[src/rtl/ooc_stim_harness.sv]
// ooc_stim_harness: out-of-context wrapper. A Galois LFSR drives the DUT inputs.
// A MISR compacts the DUT outputs into a signature, which is shifted out serially.
//
// state | meaning
// IDLE  | waiting for start; seed may be loaded
// RUN   | LFSR and MISR step once per cycle for RUN_LEN cycles
// SHIFT | signature shifted out MSB first, one bit per cycle
// DONE  | signature complete; seed may be loaded, start re-runs
module ooc_stim_harness #(
  parameter int                IN_W    = 8,
  parameter int                OUT_W   = 8,
  parameter int                LFSR_W  = 32,
  parameter logic [LFSR_W-1:0] TAPS    = LFSR_W'(32'h0040_0007),
  parameter logic [LFSR_W-1:0] SEED    = LFSR_W'(32'h0000_0001),
  parameter int                MISR_W  = 32,
  parameter logic [MISR_W-1:0] MTAPS   = MISR_W'(32'h0400_0007),
  parameter int                RUN_LEN = 1024
) (
  input  logic              clk,
  input  logic              reset,
  input  logic              start,
  input  logic              seed_load,
  input  logic [LFSR_W-1:0] seed_in,
  output logic [IN_W-1:0]   dut_in,
  input  logic [OUT_W-1:0]  dut_out,
  output logic              sig_bit,
  output logic              sig_valid,
  output logic              busy,
  output logic              done
);

  localparam int RC_W  = $clog2(RUN_LEN + 1);
  localparam int SC_W  = (MISR_W > 1) ? $clog2(MISR_W) : 1;
  localparam int NCH   = (OUT_W + MISR_W - 1) / MISR_W;
  localparam logic [RC_W-1:0] RUN_LAST   = RC_W'(RUN_LEN - 1);
  localparam logic [SC_W-1:0] SHIFT_LAST = SC_W'(MISR_W - 1);

  typedef enum logic [1:0] {IDLE, RUN, SHIFT, DONE} state_t;

  state_t            state, state_nxt;
  logic [LFSR_W-1:0] lfsr, lfsr_nxt, lfsr_step;
  logic [MISR_W-1:0] misr, misr_nxt, misr_step, fold;
  logic [RC_W-1:0]   run_cnt, run_nxt;
  logic [SC_W-1:0]   shift_cnt, shift_nxt;
  logic [NCH*MISR_W-1:0] padded;

  assign lfsr_step = {lfsr[LFSR_W-2:0], 1'b0} ^ (lfsr[LFSR_W-1] ? TAPS : '0);
  assign misr_step = {misr[MISR_W-2:0], 1'b0} ^ (misr[MISR_W-1] ? MTAPS : '0) ^ fold;

  // Zero-pad the DUT response and XOR all MISR-width chunks together.
  always_comb begin
    padded = '0;
    padded[OUT_W-1:0] = dut_out;
    fold = '0;
    for (int c = 0; c < NCH; c++) fold = fold ^ padded[c*MISR_W +: MISR_W];
  end

  // Next-state and datapath update for the sequencer.
  always_comb begin
    state_nxt = state;
    lfsr_nxt  = lfsr;
    misr_nxt  = misr;
    run_nxt   = run_cnt;
    shift_nxt = shift_cnt;
    case (state)
      IDLE, DONE: begin
        if (seed_load) lfsr_nxt = (seed_in == '0) ? SEED : seed_in;
        if (start) begin
          state_nxt = RUN;
          misr_nxt  = '0;
          run_nxt   = '0;
        end
      end
      RUN: begin
        lfsr_nxt = lfsr_step;
        misr_nxt = misr_step;
        run_nxt  = run_cnt + RC_W'(1);
        if (run_cnt == RUN_LAST) begin
          state_nxt = SHIFT;
          shift_nxt = '0;
        end
      end
      SHIFT: begin
        // Wraps to zero on the last bit; the value is unused in DONE.
        shift_nxt = shift_cnt + SC_W'(1);
        if (shift_cnt == SHIFT_LAST) state_nxt = DONE;
      end
      default: state_nxt = IDLE;
    endcase
  end

  // State and datapath registers; reset clears everything immediately.
  always_ff @(posedge clk or posedge reset) begin
    if (reset) begin
      state     <= IDLE;
      lfsr      <= SEED;
      misr      <= '0;
      run_cnt   <= '0;
      shift_cnt <= '0;
    end else begin
      state     <= state_nxt;
      lfsr      <= lfsr_nxt;
      misr      <= misr_nxt;
      run_cnt   <= run_nxt;
      shift_cnt <= shift_nxt;
    end
  end

  // The signature is read by index, so the MISR keeps its value after readout.
  assign dut_in    = lfsr[IN_W-1:0];
  assign busy      = (state == RUN) || (state == SHIFT);
  assign done      = (state == DONE);
  assign sig_valid = (state == SHIFT);
  assign sig_bit   = sig_valid & misr[SHIFT_LAST - shift_cnt];

endmodule

[config.mk]
export PLATFORM = sky130hd
export DESIGN_NAME = ooc_stim_harness
export DESIGN_NICKNAME = d
export VERILOG_FILES = /design/src/rtl/ooc_stim_harness.sv
export SDC_FILE = /design/constraint.sdc
export NUM_CORES = 1
export LEC_CHECK = 0
export CORE_UTILIZATION = 45
export CTS_BUF_LIST = sky130_fd_sc_hd__clkbuf_4
export DETAILED_ROUTE_END_ITERATION = 10
export PLACE_DENSITY = 0.72
export SETUP_SLACK_MARGIN = 0.4
export SLEW_MARGIN = 25
export SYNTH_ARGS = -nofsm -noshare
export SYNTH_HDL_FRONTEND = slang
export SYNTH_SLANG_ARGS = --single-unit
[constraint.sdc]
create_clock -name clk -period 2.6 [get_ports clk]
set_input_delay 0.26 -clock clk [delete_from_list [all_inputs] [get_ports clk]]
set_output_delay 0.26 -clock clk [all_outputs]
set_load 0.1 [all_outputs]
* Yosys cells after proc, flatten, opt, wreduce, memory -nomap -nowiden *
Index checks and enable logic that the tools add are counted.

operators by class
  add/subtract/negate cells = 3
  $mul = 0
  div/mod/pow operators = 0
  order comparisons = 1
  equal/unequal tests = 9
  shifts and indexed selects = 0
  multiplexer cells = 17
  bitwise operators = 4
  reductions and logical operators = 10

operator list
  kind                                                count
  case mux 32 bit (2 select lines)                    2
  2-to-1 mux 32 bit                                   3
  logical NOT 32 bit                                  1
  bitwise XOR 32 x 23 -> 32 bit                       1
  bitwise XOR 32 x 27 -> 32 bit                       1
  bitwise XOR 32 x 8 -> 32 bit                        1
  2-to-1 mux 27 bit                                   1
  2-to-1 mux 23 bit                                   1
  case mux 11 bit (2 select lines)                    1
  adder 11 x 1 -> 11 bit, second input constant       1
  == test 11 x 10 -> 1 bit, second input constant     1
  2-to-1 mux 11 bit                                   1
  case mux 5 bit (2 select lines)                     1
  < comparator 5 x 6 -> 1 bit, second input constant  1
  2-to-1 mux 2 bit                                    3
  != test 2 bit, second input constant                3
  case mux 2 bit (3 select lines)                     1
  AND reduction 2 bit                                 3
  adder 5 x 1 -> 5 bit, second input constant         1
  binary-select mux 1 bit (select 5 bit)              1
  == test 5 bit, second input constant                1
  2-to-1 mux 5 bit                                    1
  subtractor 5 bit, first input constant              1
  == test 2 bit, second input constant                2
  9 further kinds                                     10

storage, ports and cells
  register bits = 82
  bits in latches = 0
  memory bits (writable) = 0
  memory bits (read-only) = 0
  bits of input ports = 44
  output and inout bits = 12
  memories kept = 0

* Logic depth before layout (Yosys ltp) *
Gate-level depths: netlist of run 1.

  depth after elaboration = 4
  gate-level depth with buffers = 8
  mapped depth without buffers = 6

* Least setup slack after synthesis of run 1 *
OpenSTA, ideal clock, no wires.

  path kind = register -> output
  start = register state[0]
  end = output port sig_bit
  arrival time = 2.484 ns
  data required time = 2.340 ns
  slack = -0.144 ns
  cell stages (with the launch flop) = 5
  buffers on the path = 1
  cell sequence = dfrtp_1 > inv_1 > ha_1 > clkbuf_1 > o311a_1

on the way
  longest elaborated chain between the ends = 2

ends and longest elaborated chain
  element                 line  source
  from (decl)             40    state_t state, state_nxt;
  from (signal assigned)  101   state <= state_nxt;
  == test 2 bit           113   assign sig_valid = (state == SHIFT);
  net sig_valid           27    output logic sig_valid,
  AND 1 bit               114   assign sig_bit = sig_valid & misr[SHIFT_LAST - shift_cnt];
  to (decl)               26    output logic sig_bit,

The timed path passes the listed nets, and every way through them passes these cells.

* Worst setup path in the final report of run 1 *
  start = register shift_cnt[2]
  end = output port sig_bit

on the way
  longest elaborated chain between the ends = 4

ends and longest elaborated chain
  element                                 line  source
  from (decl)                             44    logic [SC_W-1:0] shift_cnt, shift_nxt;
  from (signal assigned)                  105   shift_cnt <= shift_nxt;
  subtractor 5 bit                        114
  binary-select mux 1 bit (select 5 bit)  114
  2-to-1 mux 1 bit (implied by the code)  114
  AND 1 bit                               114

No other way between the ends. The select of a mux whose other input is x is not followed.

==> results of run 1 <==
## cells by family after synthesis
| group | after synthesis | synth area share, % |
|---|---|---|
| adder cells (fa/ha/maj) | 7 | 2.10 |
| XOR/XNOR | 16 | 3.35 |
| AND/OR/NAND/NOR | 104 | 12.1 |
| buffers and inverters | 40 | 4.49 |
| flip-flops | 82 | 49.1 |
| multiplexers | 48 | 13.7 |
| AO/OA/AOI/OAI | 90 | 15.1 |
## area by class of cell
cell class / instances / area (um^2) / share of cell area [%]
Tap cell: 108 / 135 / 2.68
Sequential cell: 82 / 2060 / 40.8
Inverter: 6 / 26.3 / 0.521
Timing Repair Buffer: 72 / 679 / 13.5
Multi-Input combinational cell: 266 / 2010 / 39.8
Clock inverter: 4 / 53.8 / 1.07
Clock buffer: 11 / 82.6 / 1.64
## stage by stage
| stage | cells | setup slack (ps) |
|---|---|---|
| finish | 549 | 231 |
| global placement | 526 | 417 |
| detailed placement | 526 | 398 |
| floorplan | 387 | 433 |
| CTS | 548 | 203 |
| global route | 549 | 115 |
## state kept, by name, summed over array words and instances (netlist names)
signal / count
misr: 32
state: 2
run_cnt: 11
shift_cnt: 5
lfsr: 32
## per-layer routing
layer	GRT usage (%)	vias up
li1	-	1496
met1	26.6	1502
met2	30.2	74
met3	5.15	9
met4	5.63	0
met5	0	-
## what timing repair did
item                       CTS  global route
hold buffers                 0             0
gates resized for setup     11             4
setup endpoints to repair    6            25
pin swaps                    1             0
gates cloned                 0             1
buffers inserted             7             0
## worst paths after layout
check	startpoint	slack, ps	endpoint	cells past startpoint
max	shift_cnt[2]	230	sig_bit	5
min in group clk	lfsr[20]	490	lfsr[20]	2
min	reset	280	lfsr[1]	2
max reg2reg	state[0]	560	lfsr[31]	4
min reg2reg	lfsr[20]	490	lfsr[20]	2
max in group asynchronous	reset	1600	shift_cnt[0]	3
## worst reg2reg max path: cells and delay by family, from the launching register on
family                     cells  cell delay, ps
DFF                            1             430
muxes                          1             740
buffers and inverters          1              80
adders and majority gates      1             460
AOI/OAI and AO/OA              1             200
## power by group through the flow
stage / sequential (W) / combinational, W / clock [W]
finish: 0.00175 / 0.000571 / 0.000747
global route: 0.00180 / 0.000635 / 0.000818
CTS: 0.00175 / 0.000575 / 0.000761
detailed placement: 0.00179 / 0.000541 / 0
global placement: 0.00179 / 0.000525 / 0
floorplan: 0.00170 / 0.000423 / 0
## cell usage in the layout (no fill, tap or decap), types with 7 or more instances in the layout
cell type and instances:
o21ai_0 46, dfrtp_1 77, mux4_2 7, nor4_1 10
xnor2_1 14, nand3_1 7, a22o_1 28, clkdlybuf4s50_1 43
nor2_1 10, mux2i_1 35, buf_4 24, clkbuf_4 11
nand2_1 53
==> run metrics, run 1 <==
RSZ-0062 raised after global routing=true; later-pin clock latency in the skew report=410 ps; largest area contributor in the netlist=dfrtp_1; CTS HTree Levels=3; Post-Route M1 WL=4.15 mm; Inserted Clock Buffers=9; Final min period=2370 ps; cell area after synthesis=4180 um^2; First-pass DRT Iterations=9; CP top delay family=multiplexers; Vias=3,081; I/O pins=56; WL final=8.65 mm; Warnings, synthesis=0; Die X-Extent=98.4 um; wire length on met2=3.96 mm; uppermost routed layer=met4; ratio of cells with drive above 1 in the final layout=17.7%; initial antenna violation count=0; Max Slew Vio Count=0; CP endpoint kind=output port; Synth cell types=45; Flop pwr share=57.1%; antenna cells=0; cell-by-cell trace of the critical path=mux4_2, mux2i_1, nor2_1, o311a_4, buf_12; Area after DPL=4790 um^2; PortBufs=55; Hold Crit Class=input port to asynchronous set/reset pin; dominant cells by area after synthesis=dfrtp_1 49%, mux2i_1 8.9%, a22o_1 5.9%; Main synth FF type=dfrtp_1; Yosys top cell area share=48.5%; Worst path max stage delay=520 ps; remaining antenna violation count=0; P&R area growth vs syn=20.7%; worst-margin pin slew=815 ps; DRC viols=0; Hold Fails Final Rpt=0; DRT iter0 DRCs=198; number of global-route vias before repair=3,107; Placeable Area=8850 um^2; dpl hpwl=6.00 mm; gpl congestion=0.753; ys async rst share=100%; Lkg Pwr=2.36 nW; Via-to-Cell Ratio=5.61; Peak VDD IR=0.270 mV; Buf/Inv on CP=1; Synth Instances=387; Die H=98.4 um; Max-Slew Margin vs Limit=44.6%; Design Area, Final=5040 um^2; P_int=0.00222 W; status=finished clean; CP max FO=3; final setup TNS=0 ps; Switch Pwr=0.000852 W; FF+latch count, synth=82; total clock sinks=82; clock skew=18.8 ps; Final setup viols=0; effective utilization at floorplan=47.2%; Clock Power Share=24.3%; die area=9680 um^2; global-route wire length before repair=14.8 mm; drt wl/cell=15.7 um; grt ovf=0; Mapped Avg Cell Area=10.8 um^2; CP Data Arrival Time=2110 ps; slowest cell on the critical path=mux4_2; combinational power share=18.6%; Setup CP Type=flop to output port; fin nets=488; Clock Tree Root=clkbuf_4; Max Cap Viol=0; CTS tree=done; Post-synth top cells=81 x dfrtp_1, 53 x nand2_1, 46 x o21ai_0; final cycle utilization of the critical path=91.1%; row cnt=34; Hold Slack=281 ps; FILL cells=767; most common cell in the synthesized netlist=dfrtp_1; Critical Path RT=2340 ps; largest net degree at the start of global routing=44; Final Util=57.0%; power per cell area=609 nW/um^2; Reg clk slew, reported paths=140 ps; EDFF count, synth=0; WL met3=442 um; all-layer global routing usage=19.4%; Max Root-Sink Buffers=2; Sw Ratio=27.7%; syn_nets=438; sequential share of the synthesized area=49.1%; crit path launch type=flop; total power draw=0.00307 W; Max Freq=422 MHz
(Power assumes the default switching activity.)
==> inputs of run 2 (changes only) <==
- CORE_UTILIZATION: 45 -> 55
- PLACE_DENSITY: 0.72 -> 0.85
- clock period: 2.6 -> 2.8 ns (I/O delays scaled with it)
==> run metrics, run 2 (synthesis gave the netlist of run 1 again) <==
Clock Tree Root=clkbuf_4; die area=7950 um^2 (-18%); crit path launch type=flop; all-layer global routing usage=24.2% (+4.9 points); status=finished clean; fin nets=487 (-0.20%); Max Slew Vio Count=0 (unchanged); GR Util met3=5.08% (-0.075 points); RSZ-0062 raised after global routing=true; Inserted Clock Buffers=9 (unchanged); CTS tree=done; Max Root-Sink Buffers=2 (unchanged); antenna cells=0 (unchanged); CP Data Arrival Time=2150 ps (+40 ps); Hold Slack=243 ps (-38.3 ps); WL final=8.56 mm (-0.98%); Max Cap Viol=0 (unchanged); grt ovf=0 (unchanged); gpl congestion=0.805 (+6.9%); First-pass DRT Iterations=4 (-5); remaining antenna violation count=0 (unchanged); effective utilization at floorplan=57.3% (+10 points); Critical Path RT=2520 ps (+180 ps); I/O pins=56 (unchanged); clock skew=11.9 ps (-6.88 ps); Die H=89.2 um (-9.4%); Area after DPL=4790 um^2 (-0.10%); power per cell area=552 nW/um^2 (-9.3%); Die X-Extent=89.2 um (-9.4%); commonest cells after routing, fill and taps aside=78 x dfrtp_1, 53 x nand2_1, 46 x o21ai_0; CP endpoint kind=output port; row cnt=31 (-8.8%); number of global-route vias before repair=3,030 (-2.5%); total power draw=0.00275 W (-10%); grt met2 use=38.3% (+8.1 points); Max-Slew Margin vs Limit=55.7% (+11 points); Design Area, Final=4980 um^2 (-1.3%); worst slack at placement=590 ps (+193 ps); later-pin clock latency in the skew report=420 ps (about the same); DRT iter0 DRCs=231 (+17%); Lkg Pwr=2.33 nW (-1.0%); Placeable Area=7290 um^2 (-18%); DRC viols=0 (unchanged); CTS HTree Levels=3 (unchanged); worst-margin pin slew=650 ps (-165 ps); Final setup viols=0 (unchanged); Hold Crit Class=input port to asynchronous set/reset pin; dpl hpwl=6.01 mm (+0.15%); ratio of cells with drive above 1 in the final layout=16.4% (-1.3 points); final setup TNS=0 ps (unchanged); Setup CP Type=flop to output port; Final min period=2430 ps; Vias=3,112 (+1.0%); global-route wire length before repair=14.5 mm (-1.9%); biggest regs=lfsr (32), misr (32), run_cnt (11); Reg clk slew, reported paths=130 ps (about the same); met1 Use GR=34.0% (+7.4 points); initial antenna violation count=0 (unchanged); most common cell after layout, fill and taps aside=dfrtp_1; final cycle utilization of the critical path=86.6%; busiest layer in global routing=met2; Via-to-Cell Ratio=5.77 (+2.9%); Max Freq=412 MHz; PortBufs=55 (unchanged); drt wl/cell=15.9 um (+0.85%); largest net degree at the start of global routing=83 (+89%); Peak VDD IR=0.352 mV (+30%); Setup WS post-layout=374 ps (+143 ps); P&R area growth vs syn=19.1%; total clock sinks=82 (unchanged); Hold Fails Final Rpt=0 (unchanged); CP max FO=4 (+1)
==> run 2: cell types whose count changed in the layout (fill, tap and decap cells not counted), sizes merged <==
cell / before / now
clkinvlp: 3 / 2
inv: 5 / 7
clkinv: 1 / 2
bufinv: 1 / 0
clkbuf: 11 / 10
mux2i: 38 / 37
==> run 2: per-stage QoR <==
step,std cells,utilization [%]
after floorplan,387,-
after global placement,515,65.6
after detailed placement,515,65.6
after CTS,539,68.2
after global routing,539,68.3
final,539,68.3
==> run 2: cell type report <==
cell class	count	area [um^2]
Multi-Input combinational cell	265	1980
Timing Repair Buffer	72	689
Sequential cell	82	2060
Tap cell	99	124
Inverter	6	22.5
Clock inverter	5	31.3
Clock buffer	10	75.1
Fill cell	554	2310
==> run 2: metal layers <==
metal  routed length (um)  vias up
met5                    0        -
met4                   73        0
met3                  396        6
met2                 4170       72
met1                 3920     1538
li1                     -     1496
==> run 2: power by group <==
| part | total, W | switching (W) | internal [W] | leakage [nW] |
|---|---|---|---|---|
| logic | 0.000496 | 0.000157 | 0.000339 | 1.23 |
| clock network | 0.000590 | 0.000404 | 0.000185 | 0.0540 |
| registers | 0.00166 | 0.000243 | 0.00142 | 1.04 |
==> run 2: critical path, cell delays in order, from the launching register on <==
cell and delay [ps]:
dfrtp_2 460, buf_4 160, buf_4 130, mux4_2 270, mux2i_1 140, nor2_1 70, o311a_4 330, buf_12 170
==> run 2: what timing repair did <==
item | 4_1_cts | 5_1_grt
setup endpoints to repair | 1 | 1
pin swaps | 0 | 0
buffers inserted | 9 | 0
hold endpoints to repair | 0 | 0
gates resized for setup | 5 | 1
hold buffers | 0 | 0
==> run 2: worst paths after layout <==
| check | from | endpoint | depth (start not counted) | slack [ps] |
|---|---|---|---|---|
| worst max-delay path | shift_cnt[1] | sig_bit | 7 | 370 |
| worst min-delay path | reset | misr[3] | 3 | 240 |
| worst max register to register | state[0] | lfsr[5] | 5 | 710 |
| worst min register to register | lfsr[0] | lfsr[0] | 2 | 500 |
| max in group asynchronous | reset | shift_cnt[1] | 3 | 2190 |
| min in group clk | dut_out[0] | misr[0] | 3 | 500 |
